File: src/rtl/conv_interleaver_commutator_pkg.sv
// Shared constants and sync-FSM encoding for the 12-branch convolutional byte
// interleaver commutator (also used by the matching deinterleaver).
package conv_interleaver_commutator_pkg;

    localparam int DEF_NUM_BRANCH   = 12;
    localparam int DEF_DATA_W       = 8;
    localparam int DEF_BRANCH_DEPTH = 17;
    localparam int DEF_PKT_LEN      = 204;
    localparam int DEF_LOCK_CNT     = 3;
    localparam int DEF_LOSS_CNT     = 2;
    localparam logic [7:0] DEF_SYNC_BYTE = 8'h47;

    typedef enum logic [1:0] {
        ST_SEARCH = 2'd0,
        ST_VERIFY = 2'd1,
        ST_LOCKED = 2'd2
    } sync_state_t;

endpackage

File: src/rtl/conv_interleaver_commutator_ts_sync_lock.sv
// Transport-stream sync tracker: SEARCH/VERIFY/LOCKED FSM with a packet byte
// counter and saturating sync hit/miss counters.
module conv_interleaver_commutator_ts_sync_lock
    import conv_interleaver_commutator_pkg::*;
#(
    parameter int              DATA_W    = DEF_DATA_W,
    parameter logic [DATA_W-1:0] SYNC_BYTE = DEF_SYNC_BYTE,
    parameter int              PKT_LEN   = DEF_PKT_LEN,
    parameter int              LOCK_CNT  = DEF_LOCK_CNT,
    parameter int              LOSS_CNT  = DEF_LOSS_CNT
) (
    input  logic              clk,
    input  logic              reset,
    input  logic              in_valid,
    input  logic [DATA_W-1:0] data_in,
    output logic              locked,
    output logic              cnt_zero,
    output logic              lock_entry
);

    localparam int CNT_W  = $clog2(PKT_LEN);
    localparam int HIT_W  = $clog2(LOCK_CNT + 1);
    localparam int MISS_W = $clog2(LOSS_CNT + 1);

    sync_state_t       state_reg;
    logic [CNT_W-1:0]  byte_cnt_reg;
    logic [HIT_W-1:0]  hit_reg;
    logic [MISS_W-1:0] miss_reg;

    logic              is_sync;
    logic [CNT_W-1:0]  byte_cnt_next;
    logic [HIT_W-1:0]  hit_next;
    logic [MISS_W-1:0] miss_next;

    assign is_sync       = (data_in == SYNC_BYTE);
    assign cnt_zero      = (byte_cnt_reg == '0);
    assign byte_cnt_next = (byte_cnt_reg == CNT_W'(PKT_LEN - 1)) ? '0 : byte_cnt_reg + 1'b1;
    assign hit_next      = (hit_reg == HIT_W'(LOCK_CNT)) ? hit_reg : hit_reg + 1'b1;
    assign miss_next     = (miss_reg == MISS_W'(LOSS_CNT)) ? miss_reg : miss_reg + 1'b1;
    assign locked        = (state_reg == ST_LOCKED);

    // Combinational so the byte that completes locking is itself interleaved.
    assign lock_entry = in_valid && (state_reg == ST_VERIFY) && cnt_zero && is_sync
                        && (hit_next == HIT_W'(LOCK_CNT));

    always_ff @(posedge clk) begin
        if (reset) begin
            state_reg    <= ST_SEARCH;
            byte_cnt_reg <= '0;
            hit_reg      <= '0;
            miss_reg     <= '0;
        end else if (in_valid) begin
            case (state_reg)
                ST_SEARCH: begin
                    if (is_sync) begin
                        state_reg    <= ST_VERIFY;
                        byte_cnt_reg <= CNT_W'(1);
                        hit_reg      <= HIT_W'(1);
                    end
                end
                ST_VERIFY: begin
                    byte_cnt_reg <= byte_cnt_next;
                    if (cnt_zero) begin
                        if (is_sync) begin
                            hit_reg <= hit_next;
                            if (hit_next == HIT_W'(LOCK_CNT)) begin
                                state_reg <= ST_LOCKED;
                                miss_reg  <= '0;
                            end
                        end else begin
                            state_reg    <= ST_SEARCH;
                            byte_cnt_reg <= '0;
                            hit_reg      <= '0;
                        end
                    end
                end
                ST_LOCKED: begin
                    byte_cnt_reg <= byte_cnt_next;
                    if (cnt_zero) begin
                        if (is_sync) begin
                            miss_reg <= '0;
                        end else if (miss_next == MISS_W'(LOSS_CNT)) begin
                            state_reg    <= ST_SEARCH;
                            byte_cnt_reg <= '0;
                            hit_reg      <= '0;
                            miss_reg     <= '0;
                        end else begin
                            miss_reg <= miss_next;
                        end
                    end
                end
                default: begin
                    state_reg    <= ST_SEARCH;
                    byte_cnt_reg <= '0;
                    hit_reg      <= '0;
                    miss_reg     <= '0;
                end
            endcase
        end
    end

endmodule

File: src/rtl/conv_interleaver_commutator.sv
// Input/output commutator of the convolutional byte interleaver: steps a
// round-robin branch pointer once locked and muxes the departing branch byte.
module conv_interleaver_commutator
    import conv_interleaver_commutator_pkg::*;
#(
    parameter int                NUM_BRANCH = DEF_NUM_BRANCH,
    parameter int                DATA_W     = DEF_DATA_W,
    parameter logic [DATA_W-1:0] SYNC_BYTE  = DEF_SYNC_BYTE,
    parameter int                PKT_LEN    = DEF_PKT_LEN,
    parameter int                LOCK_CNT   = DEF_LOCK_CNT,
    parameter int                LOSS_CNT   = DEF_LOSS_CNT
) (
    input  logic                         clk,
    input  logic                         reset,
    input  logic                         in_valid,
    input  logic [DATA_W-1:0]            data_in,
    output logic [NUM_BRANCH-1:0]        br_en,
    output logic [DATA_W-1:0]            br_wdata,
    input  logic [NUM_BRANCH*DATA_W-1:0] br_rdata,
    output logic [DATA_W-1:0]            data_out,
    output logic                         out_valid,
    output logic                         pkt_start,
    output logic                         locked
);

    localparam int PTR_W = $clog2(NUM_BRANCH);

    logic              sync_locked;
    logic              cnt_zero;
    logic              lock_entry;
    logic              process_byte;
    logic [PTR_W-1:0]  br_ptr_reg;
    logic [PTR_W-1:0]  cur_ptr;
    logic [PTR_W-1:0]  br_ptr_next;
    logic [DATA_W-1:0] sel_data;
    logic [DATA_W-1:0] rdata_arr [NUM_BRANCH];

    conv_interleaver_commutator_ts_sync_lock #(
        .DATA_W    (DATA_W),
        .SYNC_BYTE (SYNC_BYTE),
        .PKT_LEN   (PKT_LEN),
        .LOCK_CNT  (LOCK_CNT),
        .LOSS_CNT  (LOSS_CNT)
    ) u_sync (
        .clk        (clk),
        .reset      (reset),
        .in_valid   (in_valid),
        .data_in    (data_in),
        .locked     (sync_locked),
        .cnt_zero   (cnt_zero),
        .lock_entry (lock_entry)
    );

    assign process_byte = in_valid && (sync_locked || lock_entry);
    // On lock entry the pointer restarts at branch 0, whatever stale value it held.
    assign cur_ptr      = lock_entry ? '0 : br_ptr_reg;
    assign br_ptr_next  = (cur_ptr == PTR_W'(NUM_BRANCH - 1)) ? '0 : cur_ptr + 1'b1;
    assign br_wdata     = data_in;
    assign locked       = sync_locked;

    for (genvar gi = 0; gi < NUM_BRANCH; gi++) begin : g_branch
        assign rdata_arr[gi] = br_rdata[gi*DATA_W +: DATA_W];
        if (gi == 0) begin : g_direct
            assign br_en[gi] = 1'b0;
        end else begin : g_delayed
            assign br_en[gi] = !reset && process_byte && (cur_ptr == PTR_W'(gi));
        end
    end

    assign sel_data = (cur_ptr == '0) ? data_in : rdata_arr[cur_ptr];

    always_ff @(posedge clk) begin
        if (reset) begin
            br_ptr_reg <= '0;
            data_out   <= '0;
            out_valid  <= 1'b0;
            pkt_start  <= 1'b0;
        end else if (process_byte) begin
            br_ptr_reg <= br_ptr_next;
            data_out   <= sel_data;
            out_valid  <= 1'b1;
            pkt_start  <= cnt_zero && (cur_ptr == '0);
        end else begin
            out_valid  <= 1'b0;
            pkt_start  <= 1'b0;
        end
    end

endmodule

File: config.mk
export PLATFORM = sky130hd
export DESIGN_NAME = conv_interleaver_commutator
export DESIGN_NICKNAME = d
export VERILOG_FILES = /design/src/rtl/conv_interleaver_commutator_pkg.sv /design/src/rtl/conv_interleaver_commutator_ts_sync_lock.sv /design/src/rtl/conv_interleaver_commutator.sv
export SDC_FILE = /design/constraint.sdc
export NUM_CORES = 1
export LEC_CHECK = 0
export BUFFER_PORTS_ARGS = -buffer_cell sky130_fd_sc_hd__buf_2
export CAP_MARGIN = 10
export CORE_MARGIN = 5
export CORE_UTILIZATION = 35
export CTS_BUF_LIST = sky130_fd_sc_hd__clkbuf_16
export DETAILED_ROUTE_END_ITERATION = 10
export PLACE_DENSITY = 0.72
export SYNTH_ARGS = -nofsm -noshare
export SYNTH_HDL_FRONTEND = slang
export SYNTH_SLANG_ARGS = --single-unit
File: constraint.sdc
create_clock -name clk -period 3 [get_ports clk]
set_clock_uncertainty 0.15 [all_clocks]
set_input_delay 0 -clock clk [delete_from_list [all_inputs] [get_ports clk]]
set_output_delay 0 -clock clk [all_outputs]
set_load 0.01 [all_outputs]
# Word-level counts from Yosys, hierarchy flattened
# Cells that the tools add are included.
[totals]
ff_bits = 28
elab_cells = 106
output_inout_bits = 31
in_bits = 107
[op_classes]
n_lt_le_gt_ge = 1
addsub = 4
reduce_logical = 28
eq_ne = 27
bitwise_logic = 3
n_mux = 35
[op_table]
columns = ["op", "count"]
rows = [
  ["$mux 8", 10],
  ["$mux 2", 17],
  ["$bmux 8 s4", 1],
  ["$pmux 8 s3", 1],
  ["$logic_and 1x1->1", 18],
  ["$pmux 2 s3", 3],
  ["$eq 4x3->1 const B", 4],
  ["$eq 4x4->1 const B", 4],
  ["$reduce_and 6->1", 2],
  ["$eq 2x2->1 const B", 5],
  ["$add 8x1->8 const B", 1],
  ["$eq 4x2->1 const B", 2],
  ["$eq 8x7->1 const B", 1],
  ["$eq 8x8->1 const B", 1],
  ["$logic_not 8->1", 1],
  ["$mux 4", 2],
  ["$ne 2x1->1 const B", 4],
  ["$reduce_and 7->1", 1],
  ["$ne 2x2->1 const B", 3],
  ["$ge 5x5->1 const B", 1],
  ["$not 4->5", 1],
  ["$add 2x1->2 const B", 2],
  ["$add 4x1->4 const B", 1],
  ["$eq 4x1->1 const B", 1],
  ["10 further kinds", 11],
]

# Depth between registers and ports, before layout
[logic_depth]
word_depth = 11
depth_mapped = 15
ltp_nobuf = 11

# Modules after synthesis
# A second synthesis with hierarchy kept.
[hier_totals]
cells_unflattened = 365
hier_area_um2 = 2761.4
[modules_own_cells]
columns = ["mod", "seq_area_each_um2", "area_each_um2", "n_inst", "cells_each"]
rows = [
  ["conv_interleaver_commutator", 280.3, 1863.0, 1, 258],
  ["conv_interleaver_commutator_ts_sync_lock", 280.3, 898.4, 1, 107],
]

# Worst setup path before layout
# Ideal clock, no wire load.
[synth_timing]
path_type = "register to register"
startpoint = "register u_sync.byte_cnt_reg[0]"
endpoint = "register data_out[0]"
t_arrival_ns = 3.028
path_stages_with_launch = 16
setup_slack_ns = -0.236
setup_ns = 0.059
period_less_slack_ns = 3.236
n_path_buf = 4
required_time_ns = 2.791
cell_sequence = "dfxtp_1 inv_1 ha_1 or4b_4 buf_6 nor4_2 buf_4 nand2_1 and2_1 inv_1 ha_1 clkbuf_1 clkbuf_1 nor2_1 a211oi_1 o221a_2"
[synth_via]
elab_chain_cells = 10
word_cells_on_any_way = 13
cone_classes = "mux (5); bitwise (1); reduce/logical (7)"
[synth_rtl]
columns = ["element", "line", "source"]
rows = [
  ["start, declared", "conv_interleaver_commutator_ts_sync_lock.sv:26", "logic [CNT_W-1:0] byte_cnt_reg;"],
  ["start signal, assigned", "conv_interleaver_commutator_ts_sync_lock.sv:62", "byte_cnt_reg <= byte_cnt_next;"],
  ["start signal, assigned", "conv_interleaver_commutator_ts_sync_lock.sv:78", "byte_cnt_reg <= byte_cnt_next;"],
  ["$logic_not 8->1 *", "conv_interleaver_commutator_ts_sync_lock.sv:36", "assign cnt_zero = (byte_cnt_reg == '0);"],
  ["$logic_and 1x1->1 * (2 in series)", "conv_interleaver_commutator_ts_sync_lock.sv:43", "assign lock_entry = in_valid && (state_reg == ST_VERIFY) && cnt_zero && is_sync"],
  ["$logic_and 1x1->1 *", "conv_interleaver_commutator_ts_sync_lock.sv:44", "&& (hit_next == HIT_W'(LOCK_CNT));"],
  ["$mux 4", "conv_interleaver_commutator.sv:56", "assign cur_ptr = lock_entry ? '0 : br_ptr_reg;"],
  ["$not 4->5 (implied by the code)", "conv_interleaver_commutator.sv:70", "assign sel_data = (cur_ptr == '0) ? data_in : rdata_arr[cur_ptr];"],
  ["$bmux 8 s4", "conv_interleaver_commutator.sv:70", ""],
  ["$mux 8 (implied by the code) (2 in series)", "conv_interleaver_commutator.sv:70", ""],
  ["$mux 8", "conv_interleaver_commutator.sv:70", ""],
  ["end signal, assigned", "conv_interleaver_commutator.sv:80", "data_out <= sel_data;"],
  ["end, declared", "conv_interleaver_commutator.sv:20", "output logic [DATA_W-1:0] data_out,"],
]
# Mark *: on every way between the ends. The rest lies on a longest branch, timed or not. The select of a mux whose other input is x is not followed.
# A chain may end at the register's enable or synchronous reset.

# Worst setup path after layout
[layout_timing]
startpoint = "register u_sync.byte_cnt_reg[0]"
endpoint = "output br_en[4]"
[layout_via]
elab_chain_cells = 8
word_cells_on_any_way = 10
cone_classes = "eq/ne (1); mux (1); reduce/logical (8)"
[layout_rtl]
columns = ["element", "line", "source"]
rows = [
  ["$logic_not 8->1 *", "conv_interleaver_commutator_ts_sync_lock.sv:36", ""],
  ["$logic_and 1x1->1 * (2 in series)", "conv_interleaver_commutator_ts_sync_lock.sv:43", ""],
  ["$logic_and 1x1->1 *", "conv_interleaver_commutator_ts_sync_lock.sv:44", ""],
  ["branches (longest 3 deep; another with $mux 4)", "n/a", ""],
  ["$logic_and 1x1->1 *", "conv_interleaver_commutator.sv:66", "assign br_en[gi] = !reset && process_byte && (cur_ptr == PTR_W'(gi));"],
  ["end, declared", "conv_interleaver_commutator.sv:17", "output logic [NUM_BRANCH-1:0] br_en,"],
]
# Mark *: on every way between the ends.

==> metrics.cfg <==
[clock_tree]
cts.path.max_buffers=2
insertion_delay_ps=260
clkTransAtPathRegs_ps=70
cts_buffers=3
clock-sinks=28
cts_tree=yes
htree_levels=1
clockRootBuffer=clkbuf_16

[routing]
via_per_inst=5.56
post_drt_wl_per_cell_um=17.3
dr_total_vias=3003
drtPass1Iterations=5
first_iter_violations=191
drt_wl_total_mm=9.34
drcViolationCount=0
ant_nets=0

[global_route]
overflow=0
grt_pass1_vias=3134
antenna_found_initial=0
grt_pass1_wl_mm=15.6
grt.total_usage_pct=19.6
grt_max_degree=26

[yosys]
synth_top_area_share_pct=21.1
synth_fp_nets=426
synth_top_family_by_area=compound AO/OA/AOI/OAI gates
ys_types=52
synthFlopType=dfxtp_1
synth_edf_count=0
synth_compound_area_share_pct=26.9
ys_warn_count=0
synthAdderAreaFrac_pct=3.30
synth_top_area_cell=dfxtp_1
ys_ff_latch=28
ys_top_cells_by_count=28 x dfxtp_1, 28 x nor2_1, 23 x a21oi_1
synth.area.mux_share_pct=17.0
synth_cells=312
syn_area_um2=2660
syn_avg_cell_area_um2=8.52
ys_seq_area_share_pct=21.1
synth_area_leaders=dfxtp_1 21%, mux4_2 14%, a211oi_1 5.1%
ys_async_sr_fraction_pct=0
synth_xor_area_share_pct=1.32
synth-simple-area-share_pct=20.6

[placed_design]
io_buffers=136
dpl.hpwl_mm=7.49
gp_congestion=0.918

[floorplan]
initial_core_util_pct=36.3
core_um2=7330
io_pins=138
die_area_um2=9440
fp.dieW_um=97.1
rows=31
dieHeight_um=97.1

[cells_and_area]
antenna_cells=0
area_delta_synth_final_pct=34.7
final_nets=557
drive_gt1_share_pct=42.9

[timing]
whs_ps=58.2
tns_ps=0
worst_pin_slew_ps=507
finalHoldViolations=0
relSlewSlack_pct=66.2
min_period_ps=2810
maxSlewViolCount=0
rsz0062_at_grt=no
finalSetupViolations=0
fin_crit_sh_pct=93.8
clock.fmax_mhz=355

[critical_path]
path_cells=inv_1 -> ha_1 -> or4b_4 -> nor4_4 -> nand2_1 -> and2_4 -> inv_1 -> ha_4 -> buf_4 -> and2_1 -> buf_2
cpMostUsedCell=inv_1
crit_type=reg -> out
slowest_delay_ps=520
crit_path_top_delay_cell=or4b_4
crit_buf_inv=4
crit_start=u_sync.byte_cnt_reg[0]
path_delay_family=simple AND/OR/NAND/NOR gates
arrival_ps=2660
path_max_fanout=14
worstReg2RegStart=u_sync.byte_cnt_reg[0]
cp-end-kind=primary output
startpoint_type=flip-flop
cp.required_ps=2850

[power]
ir_drop_uv=233
power.total_mw=0.809
p_per_area_nw_per_um2=226
leakage_nw=1.47

[worst_hold_path]
hp-start=reset
hold_path.class=in -> reg

[job]
max-cap-violations=0

[run_status]
outcome=completed

[worst register-to-register path, stage by stage (launching register included)]
cell and delay (ps):
dfxtp_1 340, inv_1 110, ha_1 150, or4b_4 520, nor4_4 170, nand2_1 160, and2_4 200, inv_1 110
ha_4 240, o211ai_2 210, o221a_2 330
[worst paths after layout]
path                        endpoint  slack, ps  cells after the start
hold reg to reg   u_sync.miss_reg[1]        300                      2
hold / removal         br_ptr_reg[1]         60                      2
setup / recovery            br_en[4]        190                     11
setup reg to reg         data_out[1]        210                     10
[report_power, final]
part	leakage [nW]	total (mW)	switching [mW]	internal, mW
clock	0.0370	0.301	0.124	0.177
combinational	1.21	0.135	0.0537	0.0817
sequential	0.226	0.372	0.0000794	0.372
[stage by stage]
stage / worst slack (ps) / util (%) / std cells / area [µm²]
final: 186 / 48.8 / 540 / 3580
after floorplan: 7.26 / - / 312 / 2680
after CTS: 89.8 / 48.7 / 540 / 3570
after global routing: 9.34 / 48.8 / 540 / 3580
after global placement: 99.1 / 46.4 / 528 / 3400
after detailed placement: -71.5 / 46.4 / 528 / 3400
[per-layer routing]
layer	global-route usage, %	vias to the layer above	routed length [µm]	part of all wire, %
met5	0	-	0	0
met4	4.43	0	144	1.5
met3	4.09	17	762	8.2
met2	32.4	142	4490	48
met1	26.3	1410	3940	42
li1	-	1434	-	-
[timing repair]
item                                    in CTS  in global routing
endpoints found under the setup margin      10                 10
endpoints found under the hold margin        9                  0
hold buffers                                 9                  0
gates resized for setup                      1                  1
buffers inserted                             0                  0
cloned                                       0                  0
[layout make-up]
class,count,area (µm²)
fillers,691,3750
repair buffers,158,868
inverters,22,82.6
clock buffers,3,75.1
multi-input cells,230,1870
flip-flops and latches,28,562
well taps,99,124
[cell families (layout without fill, tap and decap cells)]
logic type / Yosys count / in the layout
AND/OR/NAND/NOR: 99 / 99
buffers and inverters: 54 / 183
XOR/XNOR: 4 / 4
other: 1 / 1
flip-flops: 28 / 28
multiplexers: 25 / 25
AO/OA/AOI/OAI: 94 / 94
adder cells (fa/ha/maj): 7 / 7
[layout by cell type (no fill, tap or decap), types with 3 or more instances in the layout]
cell,synthesis,final
and2_1,18,16
nor2_1,28,28
o21ai_0,12,12
buf_4,11,13
a211oi_1,18,18
inv_1,22,22
clkbuf_16,0,3
o221a_2,8,8
dfxtp_1,28,27
or3_1,4,4
mux4_2,16,16
a2bb2oi_1,6,6
buf_2,4,136
a222oi_1,6,6
o211ai_1,3,3
ha_1,7,6
mux2i_1,8,8
a21oi_1,23,23
and3_1,3,3
nand3_1,4,4
nand2_1,13,13
dlygate4sd3_1,0,9
nor2b_1,4,4
nand4_1,5,5
xor2_1,3,3
nor3_1,6,6
(Power assumes the default switching activity.)
